$ cat src/rtl/uart_frame_sender.sv
// Serialises a NUM_BYTES-wide payload as back-to-back 8N1 UART bytes, byte 0 first, LSB first.
// Outputs are registered; send_done pulses in the first idle cycle after the last stop bit.
module uart_frame_sender #(
    parameter int CLKS_PER_BIT = 434,
    parameter int NUM_BYTES    = 40
) (
    input  logic                   clk,
    input  logic                   rst,
    input  logic                   send,
    input  logic [8*NUM_BYTES-1:0] data,
    output logic                   send_done,
    output logic                   busy,
    output logic                   tx
);

    localparam int FRAME_W = 8 * NUM_BYTES;
    localparam int BAUD_W  = $clog2(CLKS_PER_BIT);
    localparam int BYTE_W  = (NUM_BYTES > 1) ? $clog2(NUM_BYTES) : 1;
    localparam logic [BAUD_W-1:0] BAUD_LAST = BAUD_W'(CLKS_PER_BIT - 1);
    localparam logic [BYTE_W-1:0] BYTE_LAST = BYTE_W'(NUM_BYTES - 1);

    typedef enum logic [1:0] {S_IDLE, S_START, S_DATA, S_STOP} state_t;

    state_t               r_state;
    logic [BAUD_W-1:0]    r_baud;
    logic [2:0]           r_bit;
    logic [BYTE_W-1:0]    r_byte;
    logic [FRAME_W-1:0]   r_frame;
    logic                 r_send_q;
    logic                 r_tx;
    logic                 r_busy;
    logic                 r_done;

    state_t               w_state_nx;
    logic [BAUD_W-1:0]    w_baud_nx;
    logic [2:0]           w_bit_nx;
    logic [BYTE_W-1:0]    w_byte_nx;
    logic [FRAME_W-1:0]   w_frame_nx;
    logic                 w_tx_nx;
    logic                 w_busy_nx;
    logic                 w_done_nx;
    logic                 w_start;
    logic                 w_bit_end;

    always_ff @(posedge clk) begin
        if (rst) begin
            r_state  <= S_IDLE;
            r_baud   <= '0;
            r_bit    <= '0;
            r_byte   <= '0;
            r_frame  <= '0;
            r_send_q <= 1'b0;
            r_tx     <= 1'b1;
            r_busy   <= 1'b0;
            r_done   <= 1'b0;
        end else begin
            r_state  <= w_state_nx;
            r_baud   <= w_baud_nx;
            r_bit    <= w_bit_nx;
            r_byte   <= w_byte_nx;
            r_frame  <= w_frame_nx;
            r_send_q <= send;
            r_tx     <= w_tx_nx;
            r_busy   <= w_busy_nx;
            r_done   <= w_done_nx;
        end
    end

    always_comb begin
        w_start    = send & ~r_send_q;
        w_bit_end  = (r_baud == BAUD_LAST);
        w_state_nx = r_state;
        w_baud_nx  = w_bit_end ? '0 : r_baud + 1'b1;
        w_bit_nx   = r_bit;
        w_byte_nx  = r_byte;
        w_frame_nx = r_frame;
        w_busy_nx  = r_busy;
        w_done_nx  = 1'b0;

        case (r_state)
            S_IDLE: begin
                w_baud_nx = '0;
                if (w_start) begin
                    w_state_nx = S_START;
                    w_frame_nx = data;
                    w_busy_nx  = 1'b1;
                    w_byte_nx  = '0;
                    w_bit_nx   = '0;
                end
            end
            S_START: begin
                if (w_bit_end) begin
                    w_state_nx = S_DATA;
                    w_bit_nx   = '0;
                end
            end
            S_DATA: begin
                // Frame is a shift register: the next bit to send is always at [0].
                if (w_bit_end) begin
                    w_frame_nx = {1'b0, r_frame[FRAME_W-1:1]};
                    if (r_bit == 3'd7) begin
                        w_state_nx = S_STOP;
                        w_bit_nx   = '0;
                    end else begin
                        w_bit_nx = r_bit + 3'd1;
                    end
                end
            end
            S_STOP: begin
                if (w_bit_end) begin
                    if (r_byte == BYTE_LAST) begin
                        w_state_nx = S_IDLE;
                        w_busy_nx  = 1'b0;
                        w_done_nx  = 1'b1;
                    end else begin
                        w_state_nx = S_START;
                        w_byte_nx  = r_byte + 1'b1;
                    end
                end
            end
            default: w_state_nx = S_IDLE;
        endcase

        // tx is derived from the next state so the line changes on the same edge as the FSM.
        case (w_state_nx)
            S_START: w_tx_nx = 1'b0;
            S_DATA:  w_tx_nx = w_frame_nx[0];
            default: w_tx_nx = 1'b1;
        endcase
    end

    assign tx        = r_tx;
    assign busy      = r_busy;
    assign send_done = r_done;

endmodule

$ cat config.mk
export PLATFORM = sky130hd
export DESIGN_NAME = uart_frame_sender
export DESIGN_NICKNAME = d
export VERILOG_FILES = /design/src/rtl/uart_frame_sender.sv
export SDC_FILE = /design/constraint.sdc
export NUM_CORES = 1
export LEC_CHECK = 0
export ABC_AREA = 1
export BUFFER_PORTS_ARGS = -buffer_cell sky130_fd_sc_hd__clkbuf_2
export CAP_MARGIN = 20
export CORE_ASPECT_RATIO = 0.75
export CORE_MARGIN = 2
export CORE_UTILIZATION = 37
export CTS_CLUSTER_SIZE = 28
export DETAILED_ROUTE_END_ITERATION = 16
export PLACE_DENSITY_LB_ADDON = 0.05
export SYNTH_ARGS = -nofsm -noshare
export SYNTH_HDL_FRONTEND = slang
export SYNTH_SLANG_ARGS = --single-unit
$ cat constraint.sdc
create_clock -name clk -period 2.3 [get_ports clk]
set_clock_uncertainty 0.15 [all_clocks]
set_input_delay 0.115 -clock clk [delete_from_list [all_inputs] [get_ports clk]]
set_output_delay 0.115 -clock clk [all_outputs]
set_load 0.05 [all_outputs]
==> parameters.txt, run 1 <==
Parameter                              Value

Run status
  Result of the run ... completed

Final layout
  Non-filler instance count after layout ... 3016
  Area occupied by registers ... 6887 um2
  Combined area of the multi-input logic cells ... 6248 um2
  Fraction of layout cells with a size suffix above 1 ... 16.53%
  Number of fill cells ... 3505
  Number of nets in the final layout ... 2813
  Final design utilization ... 54.85%
  Signed area change from the synthesized netlist to the final layout ... 46.23%

Yosys
  Net count of the mapped netlist ... 2246
  Count of yosys warnings during synthesis ... 0
  Synthesis-stage register bit count ... 344
  Most frequent cell after synthesis ... sky130_fd_sc_hd__nand2_1
  Top post-synthesis cells by count ... sky130_fd_sc_hd__nand2_1, sky130_fd_sc_hd__dfxtp_1, sky130_fd_sc_hd__a31oi_1, sky130_fd_sc_hd__buf_2, sky130_fd_sc_hd__clkbuf_1
  Fraction of registers with async set or reset after synthesis ... 0%
  Top FF cell, synth ... sky130_fd_sc_hd__dfxtp_1
  Library cell with the largest summed area after synthesis ... sky130_fd_sc_hd__dfxtp_1
  Top-area cell type share of the netlist area ... 49.49%
  Seq/Total Area, Yosys ... 49.49%
  Cells taking the most area after synthesis ... sky130_fd_sc_hd__dfxtp_1, sky130_fd_sc_hd__nand2_1, sky130_fd_sc_hd__a31oi_1
  Number of distinct library cells after synthesis ... 25
  Mapped cell area ... 13910 um2
  Number of instances in the synthesized netlist ... 1918
  Avg Synthesized Cell Area ... 7.255 um2
  Count of flip-flops with a built-in enable after synthesis ... 0

Floorplan
  Number of primary I/O pins ... 326
  Starting density of the core ... 37.51%
  Area of the core region ... 37090 um2
  Die Ht ... 171.9 um
  Number of rows in the core area ... 61
  Die X ... 227.9 um
  Area of the die ... 39190 um2

Flow run
  MaxCap Viol Count ... 0

Routing
  Routed length per instance ... 14.30 um
  Number of detailed-route iterations in the first pass ... 7
  Via density per instance ... 4.912
  DRC violations left ... 0
  Routed length on met1 ... 20120 um
  Sum of met2 wire segment lengths after detailed routing ... 19590 um
  Routed met3 length ... 2311 um
  Iter 0 DRT Violations ... 1163
  Total Wirelength ... 43130 um
  Top layer in use ... met4
  Post-DRT Antenna Nets ... 0
  Count of vias placed by the detailed router ... 14814

Timing
  Headroom to the max-slew limit ... 54.72%
  Worst-Margin Slew ... 0.6792 ns
  Final sum of negative setup slack ... 0 ns
  Finish-stage setup viols ... 0
  WHS ... 0.1993 ns
  Minimum period implied by the final worst setup slack ... 2.104 ns
  Final critical-path share of the clock period ... 91.49%
  Setup repair after global routing missed its margin ... no
  Final count of pins violating max slew ... 0
  Hold Fails Final Rpt ... 0
  Upper clock frequency limit ... 475.2 MHz

Critical path
  Reg-to-reg startpoint ... r_state[0]$_SDFF_PP0_
  Register-to-Register Setup Slack ... 0.20 ns
  Endpoint required time on the critical path ... 2.59 ns
  Critical register-to-register path endpoint ... r_frame[22]$_SDFFE_PP0P_
  Count of cells along the worst register-to-register path ... 6
  Max stage delay cell, worst path ... sky130_fd_sc_hd__buf_12
  Cell Chain, Critical Path ... nor2_2 -> inv_1 -> nor2_4 -> buf_12 -> nand2_1 -> a31oi_1
  Critical path capture point ... r_frame[22]$_SDFFE_PP0P_
  Kind of start point of the critical path ... flop
  Crit path arrival time ... 2.39 ns
  Worst setup path startpoint ... r_state[0]$_SDFF_PP0_
  Category of the critical setup timing path ... flop to flop
  Worst-path fanout max ... 142
  Capturing element type of the critical path ... flop
  Max stage delay on crit path ... 0.44 ns

Power and ir drop
  Sum of internal, switching and leakage power ... 0.01437 W
  Worst IR Drop VDD ... 0.4425 mV
  Power per unit of standard cell area ... 706.4 nW/um2
  Static leakage power ... 7.803 nW

Clocking
  CTS root buffer ... sky130_fd_sc_hd__clkbuf_16
  Number of buffers on the longest clock path ... 3
  Clock sink total ... 344
  CTS tree ... yes
  Clock Latency Late Sink ... 0.52 ns
  Count of H-tree levels built during CTS ... 2
  Post-CTS clock slew at the launch and capture registers of the worst setup and hold paths ... 0.06 ns
  Inserted Clock Buffers ... 38
  Post-CTS Repair Setup Buffers ... 0

GRT
  Number of global-route vias before repair ... 14247
  Global routing usage summed across all routing layers ... 21.32%
  Initial antenna violation count ... 1
  First-pass GRT wire length ... 70150 um
  Pin count of the biggest net entering global routing ... 149
  Final global-route overflow total ... 0

Place
  Buffers added on ports ... 325
  Final estimated routing congestion in global placement ... 0.7726
  Post-detailed-placement half-perimeter wirelength ... 24880 um
  Number of placed instances, taps included ... 2627

Hold path
  Hold depth ... 4
  Class of the worst hold path ... primary input to flop
cell usage in the layout (no fill, tap or decap), types with 4 or more instances in the layout:
cell type / synthesis / final
sky130_fd_sc_hd__a31oi_1: 319 / 319
sky130_fd_sc_hd__clkbuf_1: 56 / 10
sky130_fd_sc_hd__clkinv_2: 0 / 4
sky130_fd_sc_hd__nand2_1: 1007 / 1006
sky130_fd_sc_hd__nor2_2: 4 / 4
sky130_fd_sc_hd__a21oi_1: 14 / 14
sky130_fd_sc_hd__buf_4: 4 / 6
sky130_fd_sc_hd__dfxtp_1: 344 / 344
sky130_fd_sc_hd__buf_12: 0 / 16
sky130_fd_sc_hd__inv_1: 21 / 21
sky130_fd_sc_hd__clkbuf_16: 0 / 41
sky130_fd_sc_hd__clkbuf_2: 0 / 324
sky130_fd_sc_hd__clkbuf_8: 0 / 8
sky130_fd_sc_hd__dlygate4sd3_1: 0 / 322
sky130_fd_sc_hd__ha_1: 5 / 5
sky130_fd_sc_hd__nor2_1: 24 / 24
sky130_fd_sc_hd__nand3_1: 18 / 17
worst min-delay path by stage:
stage,startpoint,to,slack [ns]
finish,send,r_send_q$_SDFF_PP0_,0.20
global route,send,r_send_q$_SDFF_PP0_,0.19
CTS,send,r_send_q$_SDFF_PP0_,0.17
detailed placement,send,r_send_q$_SDFF_PP0_,0.18
global placement,send,r_send_q$_SDFF_PP0_,0.18
floorplan,send,r_send_q$_SDFF_PP0_,0.07
timing repair:
action	in CTS	in global routing
hold buffers	322	0
resized for setup	0	4
setup endpoints to repair	0	18
endpoints found under the hold margin	324	0
stage by stage:
step,area [um2],worst slack [ns]
floorplan,13910,0.5999
global placement,15870,0.1866
detailed placement,15870,0.1539
CTS,20330,0.1298
global route,20350,0.04861
finish,20350,0.1958
critical path, delay by kind of cell, from the launching register on:
kind	cells	cell delay, ns
AND/OR/NAND/NOR	3	0.61
flip-flops	1	0.36
AO/OA/AOI/OAI	1	0.22
buffers and inverters	2	0.55
kinds of logic (layout without fill, tap and decap cells):
group / count (synthesis) / after routing / synth area share [%]
flip-flops: 344 / 344 / 49.49
XOR/XNOR: 4 / 4 / 0.2518
AO/OA/AOI/OAI: 336 / 336 / 15.02
AND/OR/NAND/NOR: 1063 / 1063 / 29.13
other: 0 / 1 / 0
buffers and inverters: 166 / 759 / 5.656
adder cells (fa/ha/maj): 5 / 5 / 0.4496
metal layers:
metal | track usage, % | up-vias
met5 | 0 | -
met1 | 28.99 | 6790
met2 | 34.57 | 451
met3 | 3.793 | 102
met4 | 6.763 | 0
li1 | - | 7471
where the power goes:
group          leakage, nW  internal, W  switching [W]
logic                 4.38     0.000899       0.000896
registers             2.82      0.00633       0.000186
clock network        0.605      0.00361        0.00245
total                 7.80       0.0108        0.00353
state kept, by name (all words and copies together), names as in the netlist:
signal and count:
r_frame 320, r_baud 9, r_byte 6, r_bit 3, r_state 2, busy 1
r_send_q 1, send_done 1, tx 1
cell type report:
cell class                      count  share of cell area, %
Antenna cell                        1                0.01230
Clock buffer                       59                  5.768
Clock inverter                      7                 0.3198
Inverter                           24                 0.5657
Multi-Input combinational cell   1408                  30.71
Sequential cell                   344                  33.85
Tap cell                          504                  3.099
Timing Repair Buffer              669                  25.68
Note: power is estimated with default switching activity, not from simulation.
==> inputs of run 2 (changes only) <==
--- a/config.mk
+++ b/config.mk
@@ -9,7 +9,6 @@
 export BUFFER_PORTS_ARGS = -buffer_cell sky130_fd_sc_hd__clkbuf_2
 export CAP_MARGIN = 20
 export CORE_ASPECT_RATIO = 0.75
-export CORE_MARGIN = 2
 export CORE_UTILIZATION = 37
 export CTS_CLUSTER_SIZE = 28
 export DETAILED_ROUTE_END_ITERATION = 16
==> run 2 against run 1 <==
Final cell count increased by 0.70%. Largest cell class unchanged. Die area decreased by 2.0%. Critical endpoint is now r_frame[80]$_SDFFE_PP0P_. Critical path depth grew 3.
==> parameters.txt, run 2 (same netlist as run 1, synthesis figures left out) <==
Parameter                              Value

Run status
  Result of the run ... completed

GRT
  Pin count of the biggest net entering global routing ... 123 (-17%)
  Global routing usage summed across all routing layers ... 21.96% (+0.64 points)
  Initial antenna violation count ... 4 (+3)
  First-pass GRT wire length ... 69860 um (-0.41%)
  Number of global-route vias before repair ... 14161 (-0.60%)
  Final global-route overflow total ... 0 (unchanged)

Final layout
  Signed area change from the synthesized netlist to the final layout ... 48.16%
  Final design utilization ... 55.69% (+0.84 points)
  Flip-flop count of the largest register, all copies and words added ... 320 (unchanged)
  Top library cells by usage in the layout, fill and taps aside ... sky130_fd_sc_hd__nand2_1, sky130_fd_sc_hd__dfxtp_1, sky130_fd_sc_hd__clkbuf_2
  Number of nets in the final layout ... 2832 (+0.68%)
  Number of fill cells ... 3454 (-1.5%)
  Combined area of the multi-input logic cells ... 6243 um2 (about the same)
  Area occupied by registers ... 6887 um2 (unchanged)
  Register with the most flip-flops ... r_frame
  Area of all placed cells without fillers ... 20620 um2 (+1.3%)
  Fraction of layout cells with a size suffix above 1 ... 17.20% (+0.67 points)
  Leading registers by flop count ... r_frame x320, r_baud x9, r_byte x6
  Most common library cell in the layout ignoring fill and taps ... sky130_fd_sc_hd__nand2_1

Power and ir drop
  Static leakage power ... 7.951 nW (+1.9%)
  Worst IR Drop VDD ... 0.4502 mV (+1.7%)
  Power per unit of standard cell area ... 704.4 nW/um2 (-0.27%)

Hold path
  Class of the worst hold path ... primary input to flop

Floorplan
  Die X ... 225.9 um (-0.88%)
  Number of primary I/O pins ... 326 (unchanged)
  Number of rows in the core area ... 61 (unchanged)
  Area of the core region ... 37020 um2 (-0.21%)
  Starting density of the core ... 37.59% (+0.077 points)
  Die Ht ... 169.9 um (-1.2%)
  Area of the die ... 38390 um2 (-2.0%)

Timing
  Final count of pins violating max slew ... 0 (unchanged)
  Minimum period implied by the final worst setup slack ... 2.125 ns (+0.02042 ns)
  Headroom to the max-slew limit ... 57.35% (+2.6 points)
  Setup repair after global routing missed its margin ... no
  Final critical-path share of the clock period ... 92.38% (+0.89 points)
  Worst-Margin Slew ... 0.6398 ns (-0.03944 ns)
  Upper clock frequency limit ... 470.7 MHz (-0.96%)
  Final sum of negative setup slack ... 0 ns (unchanged)
  Hold Fails Final Rpt ... 0 (unchanged)
  Finish-stage setup viols ... 0 (unchanged)

Routing
  DRC violations left ... 0 (unchanged)
  Routed length per instance ... 14.36 um (+0.45%)
  Post-DRT Antenna Nets ... 0 (unchanged)
  Number of detailed-route iterations in the first pass ... 5 (-2)
  Via density per instance ... 4.884 (-0.56%)
  Count of vias placed by the detailed router ... 14834 (+0.14%)
  Iter 0 DRT Violations ... 935 (-20%)
  Total Wirelength ... 43620 um (+1.2%)

Clocking
  Inserted Clock Buffers ... 39 (+2.6%)
  Count of H-tree levels built during CTS ... 2 (unchanged)
  Number of buffers on the longest clock path ... 3 (unchanged)
  CTS tree ... yes
  CTS root buffer ... sky130_fd_sc_hd__clkbuf_16
  Post-CTS clock slew at the launch and capture registers of the worst setup and hold paths ... 0.06 ns (about the same)
  Clock sink total ... 344 (unchanged)
  Clock Latency Late Sink ... 0.53 ns (about the same)
  Post-CTS Repair Setup Buffers ... 0 (unchanged)

Critical path
  Capturing element type of the critical path ... flop
  Kind of start point of the critical path ... flop
  Endpoint required time on the critical path ... 2.54 ns (-0.05 ns)
  Crit path arrival time ... 2.37 ns (-0.02 ns)
  Category of the critical setup timing path ... flop to flop
  Worst-path fanout max ... 49 (-65%)

Place
  Buffers added on ports ... 325 (unchanged)
  Final estimated routing congestion in global placement ... 0.7856 (+1.7%)
  Post-Place Cell Area ... 16110 um2 (+1.6%)
  Post-detailed-placement half-perimeter wirelength ... 26040 um (+4.7%)

Flow run
  MaxCap Viol Count ... 0 (unchanged)
run 2: per-stage QoR:
stage          cells  total power [W]  worst slack (ns)  hold WS [ns]
2_1_floorplan   1918         0.007410            0.5999       0.07197
3_3_place_gp    2645         0.007979            0.2233        0.1816
3_5_place_dp    2645         0.008001            0.1720        0.1872
4_1_cts         3033          0.01470            0.1612        0.1944
5_1_grt         3037          0.01521           0.01533        0.2238
6_report        3037          0.01452            0.1753        0.2182
run 2: repair_timing:
action / CTS / global route
endpoints found under the setup margin: 0 / 2
endpoints found under the hold margin: 330 / 0
hold buffers: 322 / 0
resized for setup: 0 / 2
run 2: worst max-delay path: stages (launching register included):
cell and delay (ns):
sky130_fd_sc_hd__dfxtp_1 0.38, sky130_fd_sc_hd__ha_1 0.18, sky130_fd_sc_hd__nand2_1 0.07, sky130_fd_sc_hd__nor2_2 0.15, sky130_fd_sc_hd__nand3_1 0.23, sky130_fd_sc_hd__nand2_2 0.20, sky130_fd_sc_hd__clkinv_8 0.18, sky130_fd_sc_hd__buf_12 0.24
sky130_fd_sc_hd__nand2_1 0.09, sky130_fd_sc_hd__a31oi_1 0.07
run 2: area by class of cell:
class	count	share of cell area, %
clock inverters	10	0.4855
well taps	504	3.059
multi-input cells	1408	30.28
inverters	24	0.5341
flip-flops and latches	344	33.40
diodes	4	0.04855
clock buffers	56	5.638
repair buffers	687	26.55
run 2: per-layer routing:
layer  vias to the layer above  share of wire (%)  global-route usage (%)
li1                       7516                  -                       -
met1                      6855                 47                   30.19
met2                       385                 45                   34.37
met3                        78                5.4                   4.541
met4                         0                2.3                   6.714
met5                         -                  0                       0
run 2: worst paths after layout:
kind                       startpoint                  endpoint  slack (ns)  depth (start not counted)
max              r_baud[0]$_SDFF_PP0_  r_frame[80]$_SDFFE_PP0P_        0.18                          9
min                              send       r_send_q$_SDFF_PP0_        0.22                          4
max reg2reg      r_baud[0]$_SDFF_PP0_  r_frame[80]$_SDFFE_PP0P_        0.18                          9
min reg2reg  r_frame[50]$_SDFFE_PP0P_  r_frame[50]$_SDFFE_PP0P_        0.32                          2
run 2: power by group:
part / switching (W) / internal [W] / total [W]
Clock: 0.00247 / 0.00372 / 0.00618
Sequential: 0.000186 / 0.00633 / 0.00651
Combinational: 0.000905 / 0.000919 / 0.00182
